<file path="config.mk">
export PLATFORM = sky130hd
export DESIGN_NAME = dag_modulo_unit
export DESIGN_NICKNAME = d
export VERILOG_FILES = /design/src/rtl/dag_pkg.sv /design/src/rtl/dag_modulo_core.sv /design/src/rtl/dag_modulo_unit.sv
export SDC_FILE = /design/constraint.sdc
export NUM_CORES = 1
export LEC_CHECK = 0
export ABC_CLOCK_PERIOD_IN_PS = 8950
export BUFFER_PORTS_ARGS = -buffer_cell sky130_fd_sc_hd__buf_4
export CAP_MARGIN = 30
export CORE_ASPECT_RATIO = 1.1
export CORE_UTILIZATION = 30
export CTS_CLUSTER_SIZE = 24
export DETAILED_ROUTE_END_ITERATION = 10
export PLACE_DENSITY_LB_ADDON = 0.2
export SLEW_MARGIN = 20
export SYNTH_ARGS = -nofsm -noshare
export SYNTH_HDL_FRONTEND = slang
export SYNTH_SLANG_ARGS = --single-unit
</file>
<file path="constraint.sdc">
create_clock -name clk -period 8.95 [get_ports clk]
set_input_delay 2.685 -clock clk [delete_from_list [all_inputs] [get_ports clk]]
set_output_delay 2.685 -clock clk [all_outputs]
set_load 0.02 [all_outputs]
</file>
<file path="src/rtl/dag_pkg.sv">
// Shared constants for the data-address generator: register-file selects and default width.
package dag_pkg;

  localparam int DEF_AW = 14;

  localparam logic [1:0] SEL_I = 2'd0;
  localparam logic [1:0] SEL_M = 2'd1;
  localparam logic [1:0] SEL_L = 2'd2;

endpackage

</file>
<file path="src/rtl/dag_modulo_core.sv">
// Combinational circular-buffer update: next index from I, M, L with a single modulo correction.
module dag_modulo_core
  import dag_pkg::*;
#(
  parameter int AW = DEF_AW
) (
  input  logic [AW-1:0] i,
  input  logic [AW-1:0] m,
  input  logic [AW-1:0] l,
  output logic [AW-1:0] ni,
  output logic          wrap
);

  localparam logic [AW-1:0] ONE = {{(AW-1){1'b0}}, 1'b1};

  // Smear the top set bit downwards: gives a mask of the low k bits, k = bit-width of v.
  function automatic logic [AW-1:0] smear(input logic [AW-1:0] v);
    logic [AW-1:0] r;
    r[AW-1] = v[AW-1];
    for (int j = AW - 2; j >= 0; j--) r[j] = r[j+1] | v[j];
    return r;
  endfunction

  logic        [AW-1:0] mask;
  logic signed [AW:0]   o_s;
  logic signed [AW:0]   m_s;
  logic signed [AW:0]   l_s;
  logic signed [AW:0]   n;
  logic signed [AW:0]   n_fix;

  always_comb begin
    mask  = smear(l - ONE);
    o_s   = {1'b0, i & mask};
    m_s   = {m[AW-1], m};
    l_s   = {1'b0, l};
    n     = o_s + m_s;
    n_fix = n;
    wrap  = 1'b0;
    ni    = i + m;
    if (l != '0) begin
      if (!m[AW-1] && (n >= l_s)) begin
        n_fix = n - l_s;
        wrap  = 1'b1;
      end else if (m[AW-1] && (n < 0)) begin
        n_fix = n + l_s;
        wrap  = 1'b1;
      end
      ni = (i & ~mask) | n_fix[AW-1:0];
    end
  end

endmodule

</file>
<file path="src/rtl/dag_modulo_unit.sv">
// Data-address generator: I/M/L register sets, registered modulo address output, wrap status, read-back.
module dag_modulo_unit
  import dag_pkg::*;
#(
  parameter int AW   = DEF_AW,
  parameter int NREG = 4,
  parameter int IW   = 2
) (
  input  logic          clk,
  input  logic          reset,
  input  logic          wr_en,
  input  logic [1:0]    wr_sel,
  input  logic [IW-1:0] wr_idx,
  input  logic [AW-1:0] wr_data,
  input  logic          rd_en,
  input  logic [1:0]    rd_sel,
  input  logic [IW-1:0] rd_idx,
  output logic [AW-1:0] rd_data,
  input  logic          ag_valid,
  input  logic [IW-1:0] ag_idx,
  input  logic [IW-1:0] ag_midx,
  input  logic          ag_premod,
  input  logic          ag_brev,
  output logic [AW-1:0] addr_out,
  output logic          addr_valid,
  output logic          wrap,
  output logic          wrap_sticky,
  input  logic          wrap_clr
);

  function automatic logic [AW-1:0] bit_rev(input logic [AW-1:0] v);
    logic [AW-1:0] r;
    for (int b = 0; b < AW; b++) r[b] = v[AW-1-b];
    return r;
  endfunction

  logic [AW-1:0] i_reg [NREG];
  logic [AW-1:0] m_reg [NREG];
  logic [AW-1:0] l_reg [NREG];

  logic [AW-1:0] core_ni;
  logic          core_wrap;
  logic [AW-1:0] sel_addr;
  logic [AW-1:0] rd_mux;

  dag_modulo_core #(.AW(AW)) u_core (
    .i    (i_reg[ag_idx]),
    .m    (m_reg[ag_midx]),
    .l    (l_reg[ag_idx]),
    .ni   (core_ni),
    .wrap (core_wrap)
  );

  always_comb begin
    sel_addr = ag_premod ? core_ni : i_reg[ag_idx];
    rd_mux   = '0;
    case (rd_sel)
      SEL_I:   rd_mux = i_reg[rd_idx];
      SEL_M:   rd_mux = m_reg[rd_idx];
      SEL_L:   rd_mux = l_reg[rd_idx];
      default: rd_mux = '0;
    endcase
  end

  // Request stage -> registered address/status; a register write to the same I lands last and wins.
  always_ff @(posedge clk) begin
    if (reset) begin
      for (int r = 0; r < NREG; r++) begin
        i_reg[r] <= '0;
        m_reg[r] <= '0;
        l_reg[r] <= '0;
      end
      addr_out    <= '0;
      addr_valid  <= 1'b0;
      wrap        <= 1'b0;
      wrap_sticky <= 1'b0;
      rd_data     <= '0;
    end else begin
      addr_valid  <= ag_valid;
      wrap_sticky <= (wrap_sticky & ~wrap_clr) | (ag_valid & core_wrap);
      if (ag_valid) begin
        i_reg[ag_idx] <= core_ni;
        addr_out      <= ag_brev ? bit_rev(sel_addr) : sel_addr;
        wrap          <= core_wrap;
      end
      if (wr_en) begin
        case (wr_sel)
          SEL_I:   i_reg[wr_idx] <= wr_data;
          SEL_M:   m_reg[wr_idx] <= wr_data;
          SEL_L:   l_reg[wr_idx] <= wr_data;
          default: ;
        endcase
      end
      if (rd_en) rd_data <= rd_mux;
    end
  end

endmodule

</file>
==> metrics.txt, run 1 <==
I/O pin count=65; leading register cell type out of synthesis=edfxtp_1; share of cells above drive strength 1=33.4%; drt drc=0; Req. time, crit path=9310 ps; Synth Warn #=0; Worst VDD drop=0.000142 V; Synth Area in Adders=5.73%; Hold Vio Cnt, Final=0; min Tclk post-route=8780 ps; Starting Density=30.6%; gr usage total=21.2%; TritonCTS clock tree=built; crit path max fanout=9; initial antenna violation count=0; register area share after synthesis=40.3%; Synth Area in Simple Gates=16.0%; clock transition at the registers of the reported paths=70 ps; Synth Cell Area=14100 um^2; initial drt markers=845; cell row count=82; Fillers=4550; FMAX=0.114 GHz; final wirelength=50.6 mm; Synth async-reset ratio=0%; Post-synth EDFFs=168; Root Driver=clkbuf_16; fin crit share=98.1%; Max Slew Vio Count=0; relative slew slack=18.2%; synthesized flop and latch total=199; power per cell area=230 nW/um^2; vias in the first global route=11900; WP data arrival=9140 ps; Critical Path Most Common Cell=buf_4; fin worst setup slack=170 ps; total grt overflow=0; final setup fails=0; WHS=469 ps; full die area=47800 um^2; status=finished, final reports clean; core area=46000 um^2; nets=1648; Unique masters post-synth=84; Sink Count=199; Worst-Skew Late Latency=450 ps; critical setup path kind=in2reg; complex-gate fraction of the synthesized area=17.1%; crit end category=register; CP max-delay cell=or4_4; dpl ws=-664 ps; CP max stage delay=630 ps; Worst R2R Setup Slack=2210 ps; first-pass GRT wire length=74.8 mm; mux share of post-synthesis cell area=15.1%; port bufs=64; syn nets=1415; post-synthesis xor/xnor area fraction=1.87%; chip height=229 um; Worst Clk Skew=14.2 ps; post-placement cell area=16800 um^2; ANT cells=0; routed length per instance=23.5 um; CTS Hold Buffers Added=0; Vias per Instance=5.51; Worst setup SP type=input port; DR vias=11900; main combinational cell family by area after synthesis=compound AO/OA/AOI/OAI gates; max-cap viol count=0; Synth Instances=1319; post-route cell area=17800 um^2; maximum buffer depth of the clock tree=2; Final GP Congestion=0.921; Worst-Margin Slew=1220 ps; syn_area_per_cell=10.7 um^2; first drt pass iteration count=5; post-DP HPWL=38.7 mm; CTS H-tree lvls=4; TritonCTS Buffers=17; Detail Route Antenna Nets=0; area grow syn2layout=26.8%; largest net degree at the start of global routing=46; Lkg Pwr=6.88 nW; Die Width=208 um; Hold WC Path Type=reg2reg
-- cell type report --
cell class	instances	area, um^2	area share (%)
Clock buffer	23	531	2.97
Clock inverter	9	85.1	0.477
Sequential cell	199	5670	31.8
Timing Repair Buffer	301	2340	13.1
Tap cell	588	736	4.12
Inverter	55	206	1.16
Multi-Input combinational cell	978	8280	46.4
-- final timing paths --
kind,depth (start not counted),start,to
worst max-delay path,32,ag_idx[0],addr_out[6]
worst min-delay path,2,wrap,wrap
worst max register to register,30,l_reg[3][4],addr_out[6]
worst min register to register,2,wrap,wrap
-- critical path: cells and delay by family --
family | cells | cell delay (ps)
multiplexers | 2 | 670
adder cells (fa/ha/maj) | 3 | 680
AO/OA/AOI/OAI | 11 | 2270
AND/OR/NAND/NOR | 9 | 1840
buffers and inverters | 7 | 970
-- synth_stat cells (14+ instances only) --
cell type	number	area (um^2)
nand2b_1	17	106
mux2i_1	17	170
o31ai_1	19	143
a211oi_1	18	135
nand3_1	17	85.1
edfxtp_1	168	5040
inv_1	54	203
a21oi_1	38	190
nand2_1	110	413
and2_1	66	413
mux4_2	84	1890
nor2_1	122	458
clkbuf_1	72	270
xnor2_1	20	175
o21ai_0	68	340
o211ai_1	25	188
ha_1	58	726
nor3_1	23	115
dfxtp_1	31	621
nor2b_1	14	87.6
a22o_1	27	236
-- timing repair --
item / 4_1_cts / 5_1_grt
pin swaps: 1 / 32
setup endpoints to repair: 50 / 69
gates resized for setup: 14 / 61
setup buffers: 1 / 10
-- metal layers --
metal | share of wire (%) | up-vias | track usage (%)
met4 | 3.6 | 0 | 7.89
li1 | - | 5516 | -
met1 | 40 | 5876 | 26.4
met2 | 51 | 401 | 37.6
met3 | 5.3 | 66 | 2.44
met5 | 0 | - | 0
-- power by group --
part | internal [mW] | leakage (nW) | total (mW) | switching (mW)
clock network | 0.449 | 0.320 | 0.802 | 0.353
registers | 1.09 | 1.91 | 1.13 | 0.0411
logic | 1.02 | 4.65 | 2.16 | 1.15
-- per-stage QoR --
stage	utilization, %	power [mW]	cells	setup TNS [ps]
after CTS	38.0	4.01	2142	-21.4
final	38.8	4.10	2153	0
after global placement	36.4	3.18	2106	-31890
after detailed placement	36.5	3.18	2109	-34880
after floorplan	-	2.24	1319	0
after global routing	38.8	4.31	2153	-2950
-- kinds of logic (layout without fill, tap and decap cells) --
family          count (synthesis)  in the layout
flops                         199            199
xor+xnor                       30             30
simple gates                  442            442
fa+ha+maj                      62             62
buf+inv                       142            388
mux                           106            106
compound gates                338            338
-- cells in the final DEF (no fill, tap or decap), types with 14 or more instances in the layout --
cell type | netlist | layout
buf_4 | 0 | 294
edfxtp_1 | 168 | 168
nor2_1 | 122 | 118
nand2_1 | 110 | 109
mux4_2 | 84 | 84
and2_1 | 66 | 63
o21ai_0 | 68 | 59
inv_1 | 54 | 54
ha_1 | 58 | 52
a21oi_1 | 38 | 32
dfxtp_1 | 31 | 31
a22o_1 | 27 | 26
o211ai_1 | 25 | 25
xnor2_1 | 20 | 20
nor3_1 | 23 | 19
clkbuf_16 | 0 | 19
mux2i_1 | 17 | 17
nand2b_1 | 17 | 15
a211oi_1 | 18 | 15
nand3_1 | 17 | 15
o31ai_1 | 19 | 14
(Power assumes the default switching activity.)
==> run 2, diff against run 1 <==
--- a/config.mk
+++ b/config.mk
@@ -9,9 +9,10 @@
 export BUFFER_PORTS_ARGS = -buffer_cell sky130_fd_sc_hd__buf_4
 export CAP_MARGIN = 30
 export CORE_ASPECT_RATIO = 1.1
-export CORE_UTILIZATION = 30
+export CORE_UTILIZATION = 40
 export CTS_CLUSTER_SIZE = 24
 export DETAILED_ROUTE_END_ITERATION = 10
+export GPL_ROUTABILITY_DRIVEN = 0
 export PLACE_DENSITY_LB_ADDON = 0.2
 export SLEW_MARGIN = 20
 export SYNTH_ARGS = -nofsm -noshare
==> metrics.txt, run 2 (synthesis results as in run 1) <==
Req. time, crit path=9220 ps; most common cell after layout, fill and taps aside=buf_4; Vias per Instance=6.03; full die area=35900 um^2; nets=1619; CTS H-tree lvls=4; fin worst setup slack=254 ps; placed cells=1938; total grt overflow=0; initial antenna violation count=0; Die Width=181 um; FMAX=0.115 GHz; final wirelength=47.0 mm; Worst setup SP type=input port; M1 GR Usage=33.4%; met2 Use GR=46.0%; post-DP HPWL=35.6 mm; critical setup path kind=in2reg; Worst-Skew Late Latency=450 ps; post-placement cell area=16400 um^2; TritonCTS Buffers=17; TritonCTS clock tree=built; area grow syn2layout=22.2%; fin crit share=97.2%; GRT busiest layer=met2; first drt pass iteration count=5; Lkg Pwr=6.64 nW; clock transition at the registers of the reported paths=80 ps; drt drc=0; Root Driver=clkbuf_16; first-pass GRT wire length=70.3 mm; Worst VDD drop=0.000137 V; DR vias=11900; largest net degree at the start of global routing=46; I/O pin count=65; Hold Vio Cnt, Final=0; maximum buffer depth of the clock tree=2; dpl ws=-577 ps; final non-filler cell total=1974; crit path max fanout=10; Sink Count=199; crit end category=register; cell row count=71; post-route cell area=17200 um^2; WP data arrival=8970 ps; met3 Track Usage GR=2.91%; Worst-Margin Slew=961 ps; gr usage total=26.6%; ANT cells=0; initial drt markers=1040; relative slew slack=35.4%; Worst Clk Skew=14.5 ps; vias in the first global route=11700; power per cell area=229 nW/um^2; Fillers=3090; port bufs=64; Detail Route Antenna Nets=0; status=finished, final reports clean; Max Slew Vio Count=0; register area=5670 um^2; fin util=50.0%; core area=34400 um^2; chip height=199 um; max-cap viol count=0; routed length per instance=23.8 um; Multi-input gate area=8110 um^2; final setup fails=0; WHS=473 ps; commonest cells after routing, fill and taps aside=buf_4 (267), edfxtp_1 (168), nor2_1 (118); share of cells above drive strength 1=30.5%; Starting Density=40.9%; Hold WC Path Type=reg2reg; min Tclk post-route=8700 ps
run 2: worst paths after layout:
kind,start,to,slack [ps],cells past startpoint
setup / recovery,ag_idx[0],i_reg[2][13],250,27
setup reg to reg,l_reg[2][6],i_reg[2][13],2270,25
hold / removal,wrap,wrap,470,2
hold reg to reg,wrap,wrap,470,2
run 2: metrics by stage:
stage,setup TNS (ps),power (mW)
after floorplan,0,2.24
after global placement,-18370,3.09
after detailed placement,-26260,3.10
after CTS,0,3.86
after global routing,-30.6,4.11
final,0,3.93
run 2: timing repair:
item,CTS,global route
hold buffers,0,0
pin swaps,0,14
buffers inserted,0,3
cloned,0,0
gates resized for setup,6,33
endpoints found under the setup margin,18,70
run 2: layout make-up:
class / instances / share of cell area (%)
Clock inverter: 12 / 0.684
Inverter: 55 / 1.20
Multi-Input combinational cell: 978 / 47.2
Tap cell: 438 / 3.19
Sequential cell: 199 / 33.0
Timing Repair Buffer: 272 / 12.2
Clock buffer: 20 / 2.60
run 2: layer usage:
layer,up-vias,share of wire (%)
li1,5472,-
met1,5883,41
met2,449,49
met3,94,5.7
met4,0,4.5
met5,-,0
run 2: critical path: stages:
cell	delay [ps]
buf_12	130
buf_12	110
mux4_2	500
or4_4	540
nor4_4	310
mux2i_4	130
a22oi_4	240
and2_1	280
a31oi_1	120
ha_1	360
o21ai_0	300
nor2_1	110
o21a_1	190
nor2_2	120
xnor2_2	90
buf_4	140
ha_1	240
or4_4	500
nand3b_1	260
buf_4	190
a2111o_1	380
a21o_1	170
a31oi_1	160
a22o_1	260
a211oi_2	100
buf_4	170
o21ai_0	190
run 2: where the power goes:
part	internal [mW]	switching, mW
combinational	0.951	1.10
clock	0.396	0.358
sequential	1.09	0.0384
total	2.44	1.49
==> run 3, diff against run 2 <==
--- a/config.mk
+++ b/config.mk
@@ -5,7 +5,7 @@
 export SDC_FILE = /design/constraint.sdc
 export NUM_CORES = 1
 export LEC_CHECK = 0
-export ABC_CLOCK_PERIOD_IN_PS = 8950
+export ABC_CLOCK_PERIOD_IN_PS = 10880
 export BUFFER_PORTS_ARGS = -buffer_cell sky130_fd_sc_hd__buf_4
 export CAP_MARGIN = 30
 export CORE_ASPECT_RATIO = 1.1
==> constraint.sdc (replaced) <==
create_clock -name clk -period 10.88 [get_ports clk]
set_input_delay 3.264 -clock clk [delete_from_list [all_inputs] [get_ports clk]]
set_output_delay 3.264 -clock clk [all_outputs]
set_load 0.02 [all_outputs]
==> metrics.txt, run 3 (synthesis results as in run 1) <==
status=finished, final reports clean; min Tclk post-route=10450 ps; Sink Count=199; Fillers=3247; Lkg Pwr=5.90 nW; initial drt markers=921; Worst VDD drop=0.0000812 V; Vias per Instance=6.24; critical setup path kind=in2reg; CTS Hold Buffers Added=0; final wirelength=46.5 mm; Root Driver=clkbuf_16; post-CTS setup-driven buffer insertion count=0; routed length per instance=25.4 um; cell row count=71; CTS H-tree lvls=4; crit end category=register; Power Total=2.96 mW; CP Buf/Inv Count=4; ANT cells=0; Worst-Skew Late Latency=450 ps; drt drc=0; DR vias=11400; fin crit share=96.0%; final setup fails=0; CP max-delay cell=mux4_2; share of cells above drive strength 1=20.7%; commonest cells after routing, fill and taps aside=edfxtp_1 (168), buf_4 (122), nor2_1 (120); Worst Clk Skew=10.4 ps; chip height=199 um; total grt overflow=0; Max Slew Vio Count=0; Worst setup SP type=input port; Starting Density=40.9%; Detail Route Antenna Nets=0; final non-filler cell total=1826; TritonCTS clock tree=built; port bufs=64; post-DP HPWL=34.4 mm; fin util=46.1%; Req. time, crit path=11090 ps; maximum buffer depth of the clock tree=2; register area=5670 um^2; Setup TNS=0 ps; most common cell after layout, fill and taps aside=edfxtp_1; full die area=35900 um^2; CP max stage delay=680 ps; RSZ-0062 raised after global routing=false; nets=1471; vias in the first global route=11200; area grow syn2layout=12.6%; post_cts resized=0; largest net degree at the start of global routing=45; gr usage total=26.3%; clock transition at the registers of the reported paths=80 ps; Critical Path Most Common Cell=buf_4; Hold WC Path Type=reg2reg; initial antenna violation count=0; core area=34400 um^2; Worst-Margin Slew=941 ps; relative slew slack=37.0%; placed cells=1793; Die Width=181 um; first drt pass iteration count=5; crit path max fanout=16; Multi-input gate area=7870 um^2; critical path's top delay family=compound AO/OA/AOI/OAI gates; post-placement cell area=15200 um^2; TritonCTS Buffers=17; first-pass GRT wire length=69.2 mm; I/O pin count=65; FMAX=0.0957 GHz; Hold Vio Cnt, Final=0; post-route cell area=15800 um^2; max-cap viol count=0; power per cell area=187 nW/um^2; WP data arrival=10650 ps
[run 3: changes by cell type in the layout (fill, tap and decap cells not counted), sizes merged]
cell,change
clkinv,-1
bufinv,-1
clkbuf,+2
buf,-148
clkinvlp,-3
inv,+3
[run 3: final cells by class]
type | instances | share of cell area (%)
clock inverters | 10 | 0.474
inverters | 55 | 1.30
repair buffers | 124 | 6.05
clock buffers | 22 | 3.26
well taps | 438 | 3.46
multi-input cells | 978 | 49.7
flip-flops and latches | 199 | 35.8
[run 3: report_power, final]
part           switching [mW]  total (mW)  internal (mW)  leakage [nW]
clock                   0.298       0.640          0.343         0.301
combinational           0.843        1.39          0.551          3.69
sequential             0.0310       0.929          0.898          1.91
[run 3: metal layers]
metal,up-vias,global-route usage (%),part of all wire [%]
li1,5184,-,-
met1,5654,33.5,41
met2,474,45.4,49
met3,88,2.54,6.0
met4,0,11.6,4.0
met5,-,0,0
[run 3: worst paths after layout]
| check | slack (ps) | startpoint | endpoint | cells after the start |
|---|---|---|---|---|
| max | 430 | ag_idx[0] | i_reg[1][2] | 27 |
| min | 470 | wrap | wrap | 2 |
| max reg2reg | 3240 | l_reg[3][6] | i_reg[1][2] | 26 |
| min reg2reg | 470 | wrap | wrap | 2 |
[run 3: metrics by stage]
step | hold WS (ps) | worst slack, ps
6_report | 467 | 432
3_3_place_gp | 441 | -142
4_1_cts | 471 | 400
3_5_place_dp | 452 | -57.4
5_1_grt | 505 | 51.0
2_1_floorplan | 535 | 856
[run 3: worst min-delay path, cell delays in order, from the launching register on]
cell and delay [ps]:
dfxtp_1 330, nand2_1 50, o31ai_1 60
